$ cat config.mk
export PLATFORM = sky130hd
export DESIGN_NAME = pkt_dma_writer
export DESIGN_NICKNAME = d
export VERILOG_FILES = /design/src/rtl/pkt_dma_writer.sv
export SDC_FILE = /design/constraint.sdc
export NUM_CORES = 1
export LEC_CHECK = 0
export BUFFER_PORTS_ARGS = -buffer_cell sky130_fd_sc_hd__buf_2
export CORE_MARGIN = 2
export CORE_UTILIZATION = 42
export CTS_BUF_LIST = sky130_fd_sc_hd__clkbuf_16
export CTS_CLUSTER_SIZE = 16
export DETAILED_ROUTE_END_ITERATION = 10
export GPL_TIMING_DRIVEN = 0
export PLACE_DENSITY_LB_ADDON = 0.15
export SLEW_MARGIN = 20
export SYNTH_ARGS = -nofsm -noshare
export SYNTH_HDL_FRONTEND = slang
export SYNTH_SLANG_ARGS = --single-unit
$ cat constraint.sdc
create_clock -name clk -period 8.77 [get_ports clk]
set_input_delay 1.3155 -clock clk [delete_from_list [all_inputs] [get_ports clk]]
set_output_delay 1.3155 -clock clk [all_outputs]
set_load 0.02 [all_outputs]
$ cat src/rtl/pkt_dma_writer.sv
// pkt_dma_writer: Avalon-MM write master. It copies one captured packet from an
// Avalon-ST word stream into HPS SDRAM through the F2SDRAM port.
// Optional stall watchdog: define PKT_DMA_TIMEOUT_EN.
// Ports:
//   clk, reset (async, active-low)
//   start, pkt_addr, pkt_len       : register-bank control and transfer setup
//   st_*                           : Avalon-ST sink (st_ready is registered)
//   avm_*                          : Avalon-MM write master (all registered)
//   state, bytes_written           : progress status (00 idle/01 busy/10 done/11 error)
module pkt_dma_writer #(
  parameter int unsigned N              = 32,
  parameter int unsigned FIFO_DEPTH     = 8,
  parameter int unsigned TIMEOUT_CYCLES = 4096
) (
  input  logic         clk,
  input  logic         reset,
  input  logic         start,
  input  logic [N-1:0] pkt_addr,
  input  logic [N-1:0] pkt_len,
  input  logic [N-1:0] st_data,
  input  logic         st_valid,
  output logic         st_ready,
  input  logic         st_sop,
  input  logic         st_eop,
  input  logic [1:0]   st_empty,
  output logic [N-1:0] avm_address,
  output logic         avm_write,
  output logic [N-1:0] avm_writedata,
  output logic [3:0]   avm_byteenable,
  input  logic         avm_waitrequest,
  output logic [1:0]   state,
  output logic [N-1:0] bytes_written
);

  localparam int unsigned PTR_W = $clog2(FIFO_DEPTH);
  localparam int unsigned CNT_W = PTR_W + 1;

  typedef enum logic [2:0] {
    S_IDLE, S_WAIT_SOP, S_WRITE, S_DRAIN, S_DONE, S_ERROR
  } state_t;

  typedef struct packed {
    logic [3:0]   be;
    logic [N-1:0] data;
  } word_t;

  state_t             state_q, state_n;
  logic [N-1:0]       addr_q, addr_n, bytes_q, bytes_n;
  logic [N-1:0]       words_q, words_n, len_words_q, len_words_n;
  logic [3:0]         len_mask_q, len_mask_n;
  logic               trunc_q, trunc_n, eop_q, eop_n;
  logic               write_q, write_n, ready_q, ready_n;
  logic [1:0]         status_q, status_n;
  word_t              head_q, head_n;
  logic [PTR_W-1:0]   wr_ptr_q, wr_ptr_n, rd_ptr_q, rd_ptr_n;
  logic [CNT_W-1:0]   count_q, count_n, remain;
  word_t              mem [FIFO_DEPTH];
  word_t              push_word;
  logic               accept, push, pop, lim_hit;
  logic [3:0]         beat_mask;

`ifdef PKT_DMA_TIMEOUT_EN
  localparam int unsigned TO_W = $clog2(TIMEOUT_CYCLES + 1);
  logic [TO_W-1:0]    to_cnt_q, to_cnt_n;
`else
  logic [N-1:0]       unused_timeout;
  assign unused_timeout = N'(TIMEOUT_CYCLES);
`endif

  function automatic logic [2:0] popcount4(input logic [3:0] v);
    return 3'(v[0]) + 3'(v[1]) + 3'(v[2]) + 3'(v[3]);
  endfunction

  // Next-state, FIFO bookkeeping and next values of every registered output
  always_comb begin
    state_n     = state_q;
    addr_n      = addr_q;
    bytes_n     = bytes_q;
    words_n     = words_q;
    len_words_n = len_words_q;
    len_mask_n  = len_mask_q;
    trunc_n     = trunc_q;
    eop_n       = eop_q;
    head_n      = head_q;
    push        = 1'b0;
    pop         = write_q && !avm_waitrequest;
    accept      = st_valid && ready_q;
`ifdef PKT_DMA_TIMEOUT_EN
    to_cnt_n    = '0;
`endif

    // Byte lanes for the incoming beat: eop trims from the MSB end, the final
    // word allowed by pkt_len is trimmed to the residual byte count.
    lim_hit   = (words_q + N'(1)) == len_words_q;
    beat_mask = st_eop ? (4'hF >> st_empty) : 4'hF;
    if (lim_hit) beat_mask = beat_mask & len_mask_q;
    push_word = '{be: beat_mask, data: st_data};

    case (state_q)
      S_IDLE: begin
        if (start) begin
          addr_n      = pkt_addr;
          bytes_n     = '0;
          words_n     = '0;
          trunc_n     = 1'b0;
          eop_n       = 1'b0;
          len_words_n = {2'b00, pkt_len[N-1:2]} + N'(|pkt_len[1:0]);
          case (pkt_len[1:0])
            2'd1:    len_mask_n = 4'h1;
            2'd2:    len_mask_n = 4'h3;
            2'd3:    len_mask_n = 4'h7;
            default: len_mask_n = 4'hF;
          endcase
          state_n = (pkt_len == '0 || pkt_addr[1:0] != 2'b00) ? S_ERROR : S_WAIT_SOP;
        end
      end
      S_WAIT_SOP: push = accept && st_sop;
      S_WRITE: begin
        push = accept;
        if (eop_q && count_q == '0) state_n = trunc_q ? S_ERROR : S_DONE;
      end
      S_DRAIN: begin
        if (accept && st_eop) eop_n = 1'b1;
        if (eop_q && count_q == '0) state_n = trunc_q ? S_ERROR : S_DONE;
      end
      S_DONE, S_ERROR: if (!start) state_n = S_IDLE;
      default: state_n = S_IDLE;
    endcase

    // A pushed beat either closes the packet (eop) or, at the length limit,
    // sends the rest of the packet to the drain.
    if (push) begin
      words_n = words_q + N'(1);
      if (st_eop) begin
        eop_n   = 1'b1;
        state_n = S_WRITE;
      end else if (lim_hit) begin
        trunc_n = 1'b1;
        state_n = S_DRAIN;
      end else begin
        state_n = S_WRITE;
      end
    end

    count_n  = count_q + CNT_W'(push) - CNT_W'(pop);
    wr_ptr_n = wr_ptr_q + PTR_W'(push);
    rd_ptr_n = rd_ptr_q + PTR_W'(pop);
    remain   = count_q - CNT_W'(pop);
    if (pop) begin
      addr_n  = addr_q + N'(4);
      bytes_n = bytes_q + N'(popcount4(head_q.be));
    end
    // Head register mirrors the next FIFO head; bypass when the FIFO drains
    // to the beat being pushed this cycle.
    if (count_n != '0) head_n = (remain == '0) ? push_word : mem[rd_ptr_n];
    write_n = count_n != '0;

`ifdef PKT_DMA_TIMEOUT_EN
    // Watchdog: consecutive busy cycles with neither push nor pop.
    if ((state_q == S_WRITE || state_q == S_DRAIN) && !push && !pop) begin
      if (to_cnt_q == TO_W'(TIMEOUT_CYCLES - 1)) begin
        state_n  = S_ERROR;
        count_n  = '0;
        wr_ptr_n = '0;
        rd_ptr_n = '0;
        write_n  = 1'b0;
      end else begin
        to_cnt_n = to_cnt_q + TO_W'(1);
      end
    end
`endif

    ready_n = (state_n == S_WAIT_SOP) ||
              (state_n == S_WRITE && !eop_n && count_n < CNT_W'(FIFO_DEPTH)) ||
              (state_n == S_DRAIN && !eop_n);

    case (state_n)
      S_IDLE:  status_n = 2'b00;
      S_DONE:  status_n = 2'b10;
      S_ERROR: status_n = 2'b11;
      default: status_n = 2'b01;
    endcase
  end

  // State and output registers
  always_ff @(posedge clk or negedge reset) begin
    if (!reset) begin
      state_q     <= S_IDLE;
      addr_q      <= '0;
      bytes_q     <= '0;
      words_q     <= '0;
      len_words_q <= '0;
      len_mask_q  <= '0;
      trunc_q     <= 1'b0;
      eop_q       <= 1'b0;
      head_q      <= '0;
      write_q     <= 1'b0;
      ready_q     <= 1'b0;
      status_q    <= 2'b00;
      wr_ptr_q    <= '0;
      rd_ptr_q    <= '0;
      count_q     <= '0;
`ifdef PKT_DMA_TIMEOUT_EN
      to_cnt_q    <= '0;
`endif
    end else begin
      state_q     <= state_n;
      addr_q      <= addr_n;
      bytes_q     <= bytes_n;
      words_q     <= words_n;
      len_words_q <= len_words_n;
      len_mask_q  <= len_mask_n;
      trunc_q     <= trunc_n;
      eop_q       <= eop_n;
      head_q      <= head_n;
      write_q     <= write_n;
      ready_q     <= ready_n;
      status_q    <= status_n;
      wr_ptr_q    <= wr_ptr_n;
      rd_ptr_q    <= rd_ptr_n;
      count_q     <= count_n;
`ifdef PKT_DMA_TIMEOUT_EN
      to_cnt_q    <= to_cnt_n;
`endif
    end
  end

  // FIFO storage; validity is tracked by the pointers and count
  always_ff @(posedge clk) begin
    if (push) mem[wr_ptr_q] <= push_word;
  end

  assign st_ready       = ready_q;
  assign avm_address    = addr_q;
  assign avm_write      = write_q;
  assign avm_writedata  = head_q.data;
  assign avm_byteenable = head_q.be;
  assign state          = status_q;
  assign bytes_written  = bytes_q;

endmodule

# Yosys cells after proc, flatten, opt, wreduce, memory -nomap -nowiden
# Memory sizes are Yosys's and may differ from the RTL's.
# Index checks and enable logic that the tools add are counted.
[op_classes] n_addsub=12 reduce_logical=30 n_bitwise=1 n_lt_le_gt_ge=1 n_div=0 n_eq_ne=14 n_shift=1 n_mul=0 muxes=34
[ops] cell="two-way mux 32 bit" n=7
[ops] cell="two-way mux 36 bit" n=1
[ops] cell="adder 32 x 1 -> 32 bit, second input constant" n=1
[ops] cell="adder 32 x 3 -> 32 bit" n=1
[ops] cell="adder 32 x 3 -> 32 bit, second input constant" n=1
[ops] cell="== test 32 bit" n=1
[ops] cell="logical NOT 32 bit" n=1
[ops] cell="adder 30 x 1 -> 31 bit" n=1
[ops] cell="two-way mux 3 bit" n=5
[ops] cell="two-way mux 1 bit" n=14
[ops] cell="== test 3 x 2 -> 1 bit, second input constant" n=4
[ops] cell="== test 3 bit, second input constant" n=4
[ops] cell="one-hot mux 3 bit (4 select lines)" n=1
[ops] cell="one-hot mux 4 bit (3 select lines)" n=1
[ops] cell="nonzero test 2 bit" n=5
[ops] cell="adder 3 x 1 -> 3 bit" n=3
[ops] cell="logical AND 1 bit" n=8
[ops] cell="logical NOT 4 bit" n=2
[ops] cell="two-way mux 4 bit" n=2
[ops] cell="subtractor 4 x 1 -> 4 bit" n=2
[ops] cell="== test 3 x 1 -> 1 bit, second input constant" n=2
[ops] cell="logical NOT 3 bit" n=2
[ops] cell="one-hot mux 2 bit (3 select lines)" n=1
[ops] cell="AND reduction 2 bit" n=3
[ops] cell="other kinds (13)" n=20
[word_totals] romBits=0 input_bits=105 latchBits=0 ramBits=288 n_memories=1 output_inout_bits=104 register_bits=187
[mem_list] name="mem" words=8 width=36 rd=1 rd_ports_with_merged_regs=0 wr=1 line="57" text="word_t mem [FIFO_DEPTH];"

# Logic depth before layout (Yosys ltp)
[depth] word_depth=11 depth_mapped=16 depth_no_buf=14

# Worst setup path before layout
# OpenSTA, ideal clock, no wires.
[synth_timing] path_kind="input to register" start="in st_sop" end="mem mem[2][0] (netlist bit) (enable)" n_path_buf=2 t_arrival_ns=5.879 setup_slack_ns=2.359 path_stages=6 cell_sequence="nand2_1 > mux2i_1 > nand2_1 > clkbuf_1 > buf_1 > nor4b_1"
[synth_via] elab_chain_cells=4
[synth_rtl] element="from (decl)" line="23" text="input logic st_sop,"
[synth_rtl] element="logical AND 1 bit" line="117" text="S_WAIT_SOP: push = accept && st_sop;"
[synth_rtl] element="one-hot mux 1 bit (2 select lines)" line="99" text="case (state_q)"
[synth_rtl] element="two-way mux 1 bit" line="230" text="if (push) mem[wr_ptr_q] <= push_word;"
[synth_rtl] element="two-way mux 1 bit (implied by the code)" line="230"
[synth_rtl] element="to (decl)" line="57"
# No other way between the ends.

# Worst setup path in the final report
[layout_timing] start="in st_sop" end="reg head_q, in the netlist avm_writedata[25]"
[layout_via] elab_chain_cells=5
[layout_rtl] element="logical AND 1 bit" line="117"
[layout_rtl] element="one-hot mux 1 bit (2 select lines)" line="99"
[layout_rtl] element="adder 4 x 1 -> 4 bit" line="145" text="count_n = count_q + CNT_W'(push) - CNT_W'(pop);"
[layout_rtl] element="subtractor 4 x 1 -> 4 bit" line="145"
[layout_rtl] element="net count_n[1]" line="56" text="logic [CNT_W-1:0] count_q, count_n, remain;"
[layout_rtl] element="nonzero test 4 bit" line="155" text="if (count_n != '0) head_n = (remain == '0) ? push_word : mem[rd_ptr_n];"
[layout_rtl] element="to (signal assigned)" line="215" text="head_q <= head_n;"
[layout_rtl] element="to (decl)" line="54" text="word_t head_q, head_n;"
# The timed path passes the listed nets, and every way through them passes these cells.
# A chain may end at the register's enable or synchronous reset.

==> run metrics <==
Clock Latency Late Sink=about 620 ps; GR Overflow Total=0; Post-synth top cells=edfxtp_1, nand2_1, dfrtp_1; Post-CTS Setup Bufs=0; Worst Skew=~36 ps; total power=roughly 8 mW; critical path data required time=between 9000 and 10000 ps; P&R area growth vs syn=18.89%; Clock Power Share=a little over a quarter; final setup violation count=0; post-route cell area=roughly 0.025 mm^2; Netlist cell types=70; Final Hold Fails=0; FP Rows=between 80 and 90; Max Cap Violations=0; DRT Wirelength=58180 um; TritonRoute pass-1 iters=5; Die Y=~230 um; Hold Slack=between 400 and 500 ps; DRC violations left=0; max frequency=168.8 MHz; clk buf depth=3; DR vias=roughly 15000; synth top area cells=edfxtp_1, dfrtp_1, mux4_2; run status=finished clean; vias in the first global route=between 15000 and 20000; Synth Register Bits=between 400 and 500; fin crit share=between 60% and 70%; maximum vdd ir drop=between 0.00015 and 0.0002 V; first-pass GRT wire length=89490 um; root buf cell=clkbuf_16; Sink Count=474; syn avg cell area=around 13 um^2; Via density=approximately 5.7; Inserted Clock Buffers=51; Starting Density=a little over two fifths; Post-Syn Area=between 0.02 and 0.025 mm^2; Comb power frac=a little over a third; worst rel slew slack=a little over a third; FFs w/ async S/R, synth=39.24%; GRT Resource Usage Total=21.97%; cell taking the most area after synthesis=edfxtp_1; Yosys Warn Count=0; layout cell share with drive strength beyond 1=between 20% and 30%; post-cts sizing count=0; Synth Instances=about 1700; Core Util, Final=50.60%; Final Critical Period=5926 ps; Post-DP HPWL=41380 um; Reg power frac=37.5%; RSZ-0062 raised after global routing=no; worst slew pin tran=approximately 1000 ps; IO buf count=208; largest net degree at the start of global routing=84; CTS H-tree depth=2; Core Area=between 0.05 and 0.06 mm^2; Min-Delay Path Class=reg -> reg; P_sw=around 2.9 mW; antenna violations before repair=5; antenna fix cells=0; clock transition at the registers of the reported paths=roughly 60 ps; hold bufs inserted after CTS=0; post-route ant nets=0; 1st-iter DRT viols=1206; EDFF count, synth=approximately 290; most common cell in the netlist=edfxtp_1; CP max FO=10; top-area cell type share of the netlist area=40.50%; max-slew violation count=0; Horiz. Die Dim=~230 um; crit end category=flop; Primary FF master, synth=edfxtp_1; Sw Ratio=between 30% and 40%; crit path DAT=roughly 6400 ps; Post-DP Area=approximately 0.024 mm^2; syn_nets=between 1500 and 2000; RD Place Congestion=0.9354; routed len/inst=approximately 22 um; sequential area share after synthesis=just over 60%; critical path startpoint category=primary input; critical path class=in -> reg; Leakage Power=between 9 and 10 nW; Die ar.=between 0.05 and 0.06 mm^2; internal power=around 5.1 mW; I/O pin total=between 200 and 250; Pwr Density=316.1 mW/mm^2; setup_tns=0 ps; CTS tree=built; Final #Nets=~2100
state kept, by name (all words and copies together) (netlist names), 31 cells and up:
signal and flops:
avm_address 32, avm_writedata 32, bytes_written 32, len_words_q 31, mem 288, words_q 32
cells in the final DEF (no fill, tap or decap), types with 5 or more instances in the layout:
cell type,synthesis,routed
buf_6,0,7
xor2_1,32,31
xnor2_1,41,41
o31ai_1,18,18
clkbuf_16,0,51
edfxtp_1,288,288
and2_1,5,5
a31oi_1,6,6
nand3_1,80,80
nand2_1,213,213
dfrtp_1,186,186
o221a_2,5,5
a211oi_1,15,15
nand2b_1,8,8
o211ai_1,12,12
nor2_1,78,77
and4_1,7,7
nor3_1,29,26
o41ai_1,8,8
buf_1,9,8
mux2i_1,40,40
buf_2,12,229
o21ai_0,178,178
clkbuf_1,63,63
mux4_2,72,72
clkinv_2,0,12
nor3b_1,8,6
ha_1,19,19
clkinv_1,2,10
o22ai_1,5,5
inv_1,31,43
and3_1,33,33
or3_1,7,7
a21oi_1,47,47
nand4_1,27,27
nor4_1,17,15
buf_4,0,29
power by group through the flow:
stage / registers [mW] / clock network, mW / logic [mW]
2_1_floorplan: 3.17 / 0 / 1.78
3_3_place_gp: 3.04 / 0 / 2.87
3_5_place_dp: 3.04 / 0 / 2.94
4_1_cts: 3.00 / 2.15 / 2.96
5_1_grt: 3.05 / 2.24 / 3.22
6_report: 3.01 / 2.10 / 2.91
worst max-delay path, cell delays in order:
cell and delay (ps):
buf_2 100, nand2_1 80, mux2i_1 150, nand2_1 190
clkbuf_1 510, buf_1 660, ha_1 360, inv_1 60
ha_1 150, inv_1 50, fa_1 480, inv_1 60
nor4_2 610, buf_2 320, clkbuf_1 690, clkbuf_1 430
nand2_1 100, o21ai_0 90
logic make-up (layout without fill, tap and decap cells):
logic type | Yosys count | in the layout | synth area share, %
AO/OA/AOI/OAI | 326 | 326 | 9.095
XOR/XNOR | 73 | 73 | 2.994
flip-flops | 474 | 474 | 62.30
multiplexers | 116 | 116 | 9.681
AND/OR/NAND/NOR | 537 | 537 | 12.24
adder cells (fa/ha/maj) | 24 | 24 | 1.535
buffers and inverters | 118 | 470 | 2.151
final timing paths:
path | startpoint | endpoint | slack (ps) | cells past startpoint
worst min register to register | avm_address[1] | avm_address[1] | 480 | 2
max in group asynchronous | reset | avm_writedata[6] | 7070 | 3
worst max register to register | state_q[2] | avm_writedata[25] | 3130 | 17
worst max-delay path | st_sop | avm_writedata[25] | 2840 | 18
min in group asynchronous | reset | len_words_q[20] | 610 | 1
worst min-delay path | avm_address[1] | avm_address[1] | 480 | 2
stage by stage:
stage / worst slack, ps / cells
5_1_grt: 2557 / 2692
4_1_cts: 2810 / 2692
2_1_floorplan: 2359 / 1668
3_3_place_gp: -2395 / 2548
3_5_place_dp: 2214 / 2597
6_report: 2844 / 2692
layout make-up:
cell class,instances,area (um^2)
inverter,33,123.9
timing repair buffer,257,1473
clock buffer,51,1276
sequential,474,13300
buffer,85,336.6
multi-input combinational,1076,7649
fill,4419,24790
tap,672,840.8
clock inverter,44,384.1
layer usage:
layer	GRT usage, %	up-vias	share of wire [%]
met5	0	-	0.12
met4	4.708	10	1.5
met3	3.748	79	6.2
met2	35.00	541	47
met1	31.73	7753	46
li1	-	6916	-
Note: power is estimated with default switching activity, not from simulation.
